**src/rtl/rr_onehot_arbiter_pkg.sv**
```systemverilog
// ----------------------------------------------------------------------------
// rr_arb_pkg
// Shared constants for the round-robin one-hot arbiter:
//   N      - number of request lines (fixed at 8 to match the 8-to-3 encoder)
//   IDX_W  - width of a line index / round-robin pointer, log2(N)
//   IDLE, OFFER - FSM state encodings
//   req_vec_t, idx_t - convenience types for request words and line indices
// ----------------------------------------------------------------------------
package rr_arb_pkg;

    localparam int N     = 8;
    localparam int IDX_W = 3;

    typedef logic [N-1:0]     req_vec_t;
    typedef logic [IDX_W-1:0] idx_t;

    localparam logic [0:0] IDLE  = 1'b0;
    localparam logic [0:0] OFFER = 1'b1;

endpackage

```
**src/rtl/rr_onehot_arbiter_if.sv**
```systemverilog
// ----------------------------------------------------------------------------
// rr_onehot_arbiter_if
// Request/grant bus between the requesters/consumer and the arbiter.
//   req          - request lines, one per requester
//   grant        - one-hot grant word, zero when grant_valid is low
//   grant_valid  - grant word valid (encoder enable)
//   grant_ready  - consumer accepts the current grant
//   pending      - pending-request register, for debug/status
// Modports:
//   master - the arbiter: drives grant, grant_valid, pending
//   slave  - the requesters/consumer: drives req, grant_ready
// ----------------------------------------------------------------------------
interface rr_onehot_arbiter_if import rr_arb_pkg::*; ();

    req_vec_t req;
    req_vec_t grant;
    logic     grant_valid;
    logic     grant_ready;
    req_vec_t pending;

    modport master (
        input  req,
        input  grant_ready,
        output grant,
        output grant_valid,
        output pending
    );

    modport slave (
        output req,
        output grant_ready,
        input  grant,
        input  grant_valid,
        input  pending
    );

endinterface

```
**src/rtl/rr_onehot_arbiter_pick.sv**
```systemverilog
// ----------------------------------------------------------------------------
// rr_pick
// Purely combinational circular first-set-bit finder.
//   pending - candidate request bits
//   ptr     - highest-priority line; search order ptr, ptr+1, ... mod N
//   onehot  - one-hot of the first set bit found, zero if none
//   idx     - index of that bit, zero if none
//   none    - high when pending is all zeros
// ----------------------------------------------------------------------------
module rr_pick import rr_arb_pkg::*; (
    input  req_vec_t pending,
    input  idx_t     ptr,
    output req_vec_t onehot,
    output idx_t     idx,
    output logic     none
);

    // Walk the lines starting at ptr; the index arithmetic wraps naturally
    // because it is IDX_W bits wide and N is a power of two.
    always_comb begin
        logic found;
        idx_t cand;
        found  = 1'b0;
        cand   = '0;
        onehot = '0;
        idx    = '0;
        for (int i = 0; i < N; i++) begin
            cand = ptr + idx_t'(i);
            if (!found && pending[cand]) begin
                found        = 1'b1;
                idx          = cand;
                onehot       = '0;
                onehot[cand] = 1'b1;
            end
        end
        none = !found;
    end

endmodule

```
**src/rtl/rr_onehot_arbiter.sv**
```systemverilog
// ----------------------------------------------------------------------------
// rr_onehot_arbiter
// Round-robin arbiter issuing a strictly one-hot grant word with a
// valid/ready handshake, feeding an 8-to-3 encoder downstream.
//   clk - clock, all state changes on the rising edge
//   rst - synchronous active-high reset
//   bus - rr_onehot_arbiter_if.master (req, grant_ready in;
//         grant, grant_valid, pending out)
// ----------------------------------------------------------------------------
module rr_onehot_arbiter import rr_arb_pkg::*; (
    input  logic                       clk,
    input  logic                       rst,
    rr_onehot_arbiter_if.master        bus
);

    logic [0:0] state;
    idx_t       ptr;
    req_vec_t   pending_q;
    req_vec_t   grant_q;
    idx_t       grant_idx;

    req_vec_t   pick_onehot;
    idx_t       pick_idx;
    logic       pick_none;
    logic       accept;
    req_vec_t   clr_mask;

    rr_pick u_pick (
        .pending (pending_q),
        .ptr     (ptr),
        .onehot  (pick_onehot),
        .idx     (pick_idx),
        .none    (pick_none)
    );

    // An accept only happens while offering; the cleared bit is exactly the
    // granted line, and a same-edge request re-sets it (set wins).
    assign accept   = (state == OFFER) && bus.grant_ready;
    assign clr_mask = accept ? grant_q : '0;

    // Pending register, pointer, FSM and grant register. The grant register
    // is cleared when leaving OFFER so it reads zero throughout IDLE, and is
    // only loaded in IDLE so requests arriving during OFFER cannot disturb it.
    always_ff @(posedge clk) begin
        if (rst) begin
            state     <= IDLE;
            ptr       <= '0;
            pending_q <= '0;
            grant_q   <= '0;
            grant_idx <= '0;
        end else begin
            pending_q <= (pending_q & ~clr_mask) | bus.req;
            case (state)
                IDLE: begin
                    if (!pick_none) begin
                        grant_q   <= pick_onehot;
                        grant_idx <= pick_idx;
                        state     <= OFFER;
                    end
                end
                OFFER: begin
                    if (bus.grant_ready) begin
                        grant_q <= '0;
                        ptr     <= grant_idx + idx_t'(1);
                        state   <= IDLE;
                    end
                end
                default: state <= IDLE;
            endcase
        end
    end

    assign bus.grant       = grant_q;
    assign bus.grant_valid = (state == OFFER);
    assign bus.pending     = pending_q;

endmodule

```
**src/flat_wrapper.sv**
```systemverilog
// flat-port wrapper written by rule: the top's interface ports become plain ports
module rr_onehot_arbiter_flat import rr_arb_pkg::*;
  (clk, rst, bus_req, bus_grant_ready, bus_grant, bus_grant_valid, bus_pending);
  rr_onehot_arbiter_if bus_i ();
  input  logic clk;
  input  logic rst;
  input wire logic [$bits(bus_i.req)-1:0] bus_req;
  input wire logic [$bits(bus_i.grant_ready)-1:0] bus_grant_ready;
  output wire logic [$bits(bus_i.grant)-1:0] bus_grant;
  output wire logic [$bits(bus_i.grant_valid)-1:0] bus_grant_valid;
  output wire logic [$bits(bus_i.pending)-1:0] bus_pending;
  assign bus_i.req = bus_req;
  assign bus_i.grant_ready = bus_grant_ready;
  assign bus_grant = bus_i.grant;
  assign bus_grant_valid = bus_i.grant_valid;
  assign bus_pending = bus_i.pending;
  rr_onehot_arbiter u_core (.clk(clk), .rst(rst), .bus(bus_i));
endmodule
```
**config.mk**
```make
export PLATFORM = sky130hd
export DESIGN_NAME = rr_onehot_arbiter_flat
export DESIGN_NICKNAME = d
export VERILOG_FILES = /design/src/rtl/rr_onehot_arbiter_pkg.sv /design/src/rtl/rr_onehot_arbiter_if.sv /design/src/rtl/rr_onehot_arbiter_pick.sv /design/src/rtl/rr_onehot_arbiter.sv /design/src/flat_wrapper.sv
export SDC_FILE = /design/constraint.sdc
export NUM_CORES = 1
export LEC_CHECK = 0
export ABC_AREA = 1
export CAP_MARGIN = 10
export CORE_MARGIN = 5
export CORE_UTILIZATION = 25
export CTS_CLUSTER_DIAMETER = 80
export DETAILED_ROUTE_END_ITERATION = 12
export PLACE_DENSITY = 0.49
export SYNTH_ARGS = -nofsm -noshare
export SYNTH_HDL_FRONTEND = slang
export SYNTH_SLANG_ARGS = --single-unit
```
**constraint.sdc**
```tcl
create_clock -name clk -period 7.7 [get_ports clk]
set_clock_uncertainty 0.1 [all_clocks]
set_input_delay 0.77 -clock clk [delete_from_list [all_inputs] [get_ports clk]]
set_output_delay 0.77 -clock clk [all_outputs]
set_load 0.05 [all_outputs]
```
Word level (Yosys, flattened, before mapping)
Cells that the tools add are included.
{ "totals": {"regBits": 23, "input_bits": 11, "out_inout_bits": 17, "wordCells": 124} }
{ "op_classes": {"add_sub_neg": 8, "magnitude_cmp": 16, "n_eq_ne": 2, "muxes": 63, "bitwise": 4, "reduce_logical": 26} }
{ "op_table": {"columns": ["cell", "n"], "rows": [
  ["$mux W8", 11],
  ["$lt A3 B4 Y1 const B", 8],
  ["$mux W1", 26],
  ["$bmux W1 S3", 8],
  ["$demux W1 S3", 8],
  ["$ge A3 B1 Y1 const B", 8],
  ["$mux W3", 8],
  ["$logic_and A1 B1 Y1", 16],
  ["$pmux W8 S2", 1],
  ["$add A3 B3 Y3 const B", 4],
  ["$and A8 B8 Y8", 1],
  ["$not A8 Y8", 1],
  ["$or A8 B8 Y8", 1],
  ["$logic_not A1 Y1", 7],
  ["$add A3 B1 Y3 const B", 2],
  ["$add A3 B2 Y3 const B", 2],
  ["$reduce_and A2 Y1", 3],
  ["$ne A2 B1 Y1 const B", 1],
  ["$ne A2 B2 Y1 const B", 1],
  ["$pmux W1 S2", 1],
  ["$not A1 Y1", 1]
]} }

Logic depth before layout (Yosys ltp)
{ "depth": {"ltp_word": 26, "mapped_depth": 19, "ltp_nobuf": 17} }

Modules after synthesis
From an unflattened synthesis, not the netlist that was laid out.
{ "unflattened": {"cells_unflattened": 412, "area_unflattened_um2": 2467.4} }
{ "by_module_without_submodules": {"columns": ["module", "instances", "cells_each", "area_each_um2", "seq_area_each_um2"], "rows": [
  ["rr_pick", 1, 304, 1534.0, 0.0],
  ["rr_onehot_arbiter", 1, 108, 933.4, 460.4]
]} }

Least setup slack after synthesis
No wires, ideal clock.
{ "synth_timing": {"path_kind": "reg-to-reg", "startpoint": "register u_core.ptr[0]", "endpoint": "register u_core.grant_q[4], in the netlist u_core.bus.grant[4]", "arrival_time_ns": 2.515, "slack_ns": 4.953, "stages_incl_launch_ff": 19, "synth_period_minus_slack_ns": 2.747, "cell_sequence": "dfxtp_1 -> inv_2 -> buf_6 -> buf_2 -> ha_1 -> inv_1 -> nand3_1 -> nand3_1 -> nand2_2 -> nor2_8 -> nand4_2 -> nor2_2 -> buf_6 -> nand3_2 -> buf_2 -> nor2_1 -> nor2_1 -> nand2_1 -> a21oi_1"} }
{ "synth_via": {"elab_chain_cells": 26} }
{ "synth_lines": {"columns": ["item", "line", "source"], "rows": [
  ["start, declared", "rr_onehot_arbiter.sv:17", "idx_t ptr;"],
  ["start signal, assigned", "rr_onehot_arbiter.sv:64", "ptr <= grant_idx + idx_t'(1);"],
  ["parallel branches: the longest is 26 deep, another holds $add A3 B1 Y3", null, null],
  ["end signal, assigned", "rr_onehot_arbiter.sv:56", "grant_q <= pick_onehot;"],
  ["end, declared", "rr_onehot_arbiter.sv:19", "req_vec_t grant_q;"]
]} }
Several ways; the timed one is not identified. The select of a mux whose other input is x is not followed.
A chain may end at the register's enable or synchronous reset.

Final worst setup path
{ "layout_timing": {"startpoint": "register u_core.ptr[0]", "endpoint": "register u_core.grant_q[1], in the netlist u_core.bus.grant[1]"} }
Same word-level chain as after synthesis.

==> metrics.txt <==
post-place setup slack=3.48 ns; VDD IR-drop max=0.127 mV; Multi-input gate area=1600 um^2; Sw Ratio=51.0%; Comb pwr share=57.1%; port bufs=27; Mapped Area=2320 um^2; # fillers=1041; critical path type=reg2reg; Switch Pwr=0.271 mW; worst slew pin tran=0.870 ns; commonest cells in the netlist=nand2_1 (135), nor2_1 (66), nand3_1 (63); Root Driver=clkbuf_8; Post-synth top flop=dfxtp_1; GRT Overall Usage=14.0%; top cell type's share of synthesized area=21.9%; initial antenna violation count=0; top-count cell post-synth=nand2_1; CP arrival=4.37 ns; Area contributors post-synth=nand2_1 (22%), dfxtp_1 (20%), nand3_1 (14%); synthesized area per cell=5.48 um^2; Resized cells post-CTS=0; cell accounting for the most synthesized area=nand2_1; worst hold path startpoint=u_core.bus.grant[0]; die area=11300 um^2; Final Hold Vio Count=0; HP Class=reg2reg; hold depth=2; Vias=2691; Yosys cell types=30; Non-Filler Instances=549; f_max=230 MHz; ys async rst share=0%; diodes inserted=0; Vert. Die Dim=106 um; status=completed; I/O pin count=28; final core occ=29.4%; global-route wire length before repair=12800 um; Clock Path Buffers=2; Avg WL per Cell=14.4 um; final hold slack=0.426 ns; Detail Placement HPWL=6310 um; Area Overhead vs Synth=15.9%; CTS tree=done; max_cap viols=0; total power=0.531 mW; post-synthesis instance total=423; Seq/Total Area, Yosys=19.9%; fin. max-slew vios=0; Internal Power=0.260 mW; Final setup viols=0; synthesized flop and latch total=23; critical path fanouts, max=25; largest net degree at the start of global routing=26; gr ovfl total=0; R2R Setup Slk=3.35 ns; Total Nets Final=457; total CTS buffers=3; htree depth=1; # rows=35; post-cts hold buffer count=0; Crit. Startpoint=u_core.ptr[0]; slowest CP cell=dfxtp_1; die width=106 um; cell area after layout=2690 um^2; relative slew slack=41.8%; Clock Power Share=14.1%; Area after DPL=2640 um^2; drt via density=4.90; final worst setup slack=3.35 ns; DR pass1 iterations=5; Register Area=460 um^2; Worst R2R Path Depth=14; Initial Utilization=25.3%; yosys warns=0; clock latency on the worst-skew pair=0.26 ns; gpl congestion=0.952; Post-CTS Setup Bufs=0; Core ar.=9150 um^2; Initial DRC Count=244; syn_nets=441; Post-synth EDFFs=0; Total Neg Setup Slack=0 ns; Worst path max stage delay=0.88 ns; Post-Route WL=7900 um; launching point of the worst reg2reg path=u_core.ptr[0]; Critical Path End Type=flop; Reg clk slew, reported paths=0.09 ns; Worst Setup Start Kind=flop; dpl cells=545; vias in the first global route=2442; antenna viol nets, final=0; Worst Path Required=7.72 ns; clock net sink count=23; share of cells above drive strength 1=5.48%; share of power burned in registers=28.7%; fin crit period=4.35 ns; leakage power=1.26 nW; RSZ-0062 raised after global routing=false; post-detailed-route DRC marker count=0; worst path cell trace=inv_2 > ha_1 > inv_1 > nand3_1 > nand3_1 > nand2_2 > nor2_8 > nand4_2 > nor2_2 > nand3_2 > nor2_1 > nor2_1 > nand2_1 > a21oi_1; power per cell area=198 nW/um^2; period utilization=56.6%
==> sequential cells by signal, summed over array words and instances, names as in the netlist <==
register	count
u_core.grant_idx	3
u_core.ptr	3
u_core.bus.pending	8
u_core.bus.grant_valid	1
u_core.bus.grant	8
==> power by group through the flow <==
stage / clock (mW) / sequential, mW / combinational (mW)
after detailed placement: 0 / 0.156 / 0.299
after CTS: 0.0784 / 0.153 / 0.301
after floorplan: 0 / 0.181 / 0.191
final: 0.0751 / 0.153 / 0.303
after global routing: 0.0840 / 0.155 / 0.333
after global placement: 0 / 0.156 / 0.302
==> routing by layer <==
metal,vias to the layer above,track usage [%],share of wire [%]
met5,-,0,0
met4,0,3.61,1.9
met3,13,2.25,7.1
met2,108,22.4,45
met1,1199,19.4,46
li1,1371,-,-
==> worst paths after layout <==
path,endpoint
worst max-delay path,u_core.bus.grant[1]
worst min-delay path,u_core.bus.grant[0]
worst max register to register,u_core.bus.grant[1]
worst min register to register,u_core.bus.grant[0]
==> cell usage in the layout, fill, tap and decap left out, types with 3 or more instances in the layout <==
cell	synthesis	final
ha_1	7	7
nand3_1	63	63
dfxtp_1	23	23
o21ai_0	6	6
nand2_2	3	3
nor3_1	13	13
nor2_1	66	66
clkinv_1	4	4
nand2_1	135	135
inv_1	40	40
clkdlybuf4s50_1	0	27
a21oi_1	20	20
nand3_2	7	7
clkbuf_8	0	3
==> layout make-up <==
class,count,area share (%)
flip-flops and latches,23,17.1
repair buffers,27,10.1
clock buffers,3,1.54
clock inverters,1,0.279
multi-input cells,338,59.4
inverters,46,6.43
well taps,111,5.17
==> worst max-delay path, delay by kind of cell, from the launching register on <==
kind	cells	cell delay [ns]
AO/OA/AOI/OAI	1	0.07
adder cells (fa/ha/maj)	1	0.57
flip-flops	1	0.88
buffers and inverters	2	0.76
AND/OR/NAND/NOR	10	1.81
==> logic make-up after synthesis <==
kind of cell               share of synthesized area [%]
AOI/OAI and AO/OA                                   7.18
xor gates and xnor gates                            1.13
buffers and inverters                               11.3
and+or+nand+nor                                     56.7
adders and majority gates                           3.78
DFF                                                 19.9
Power figures use the tool's default switching activity.
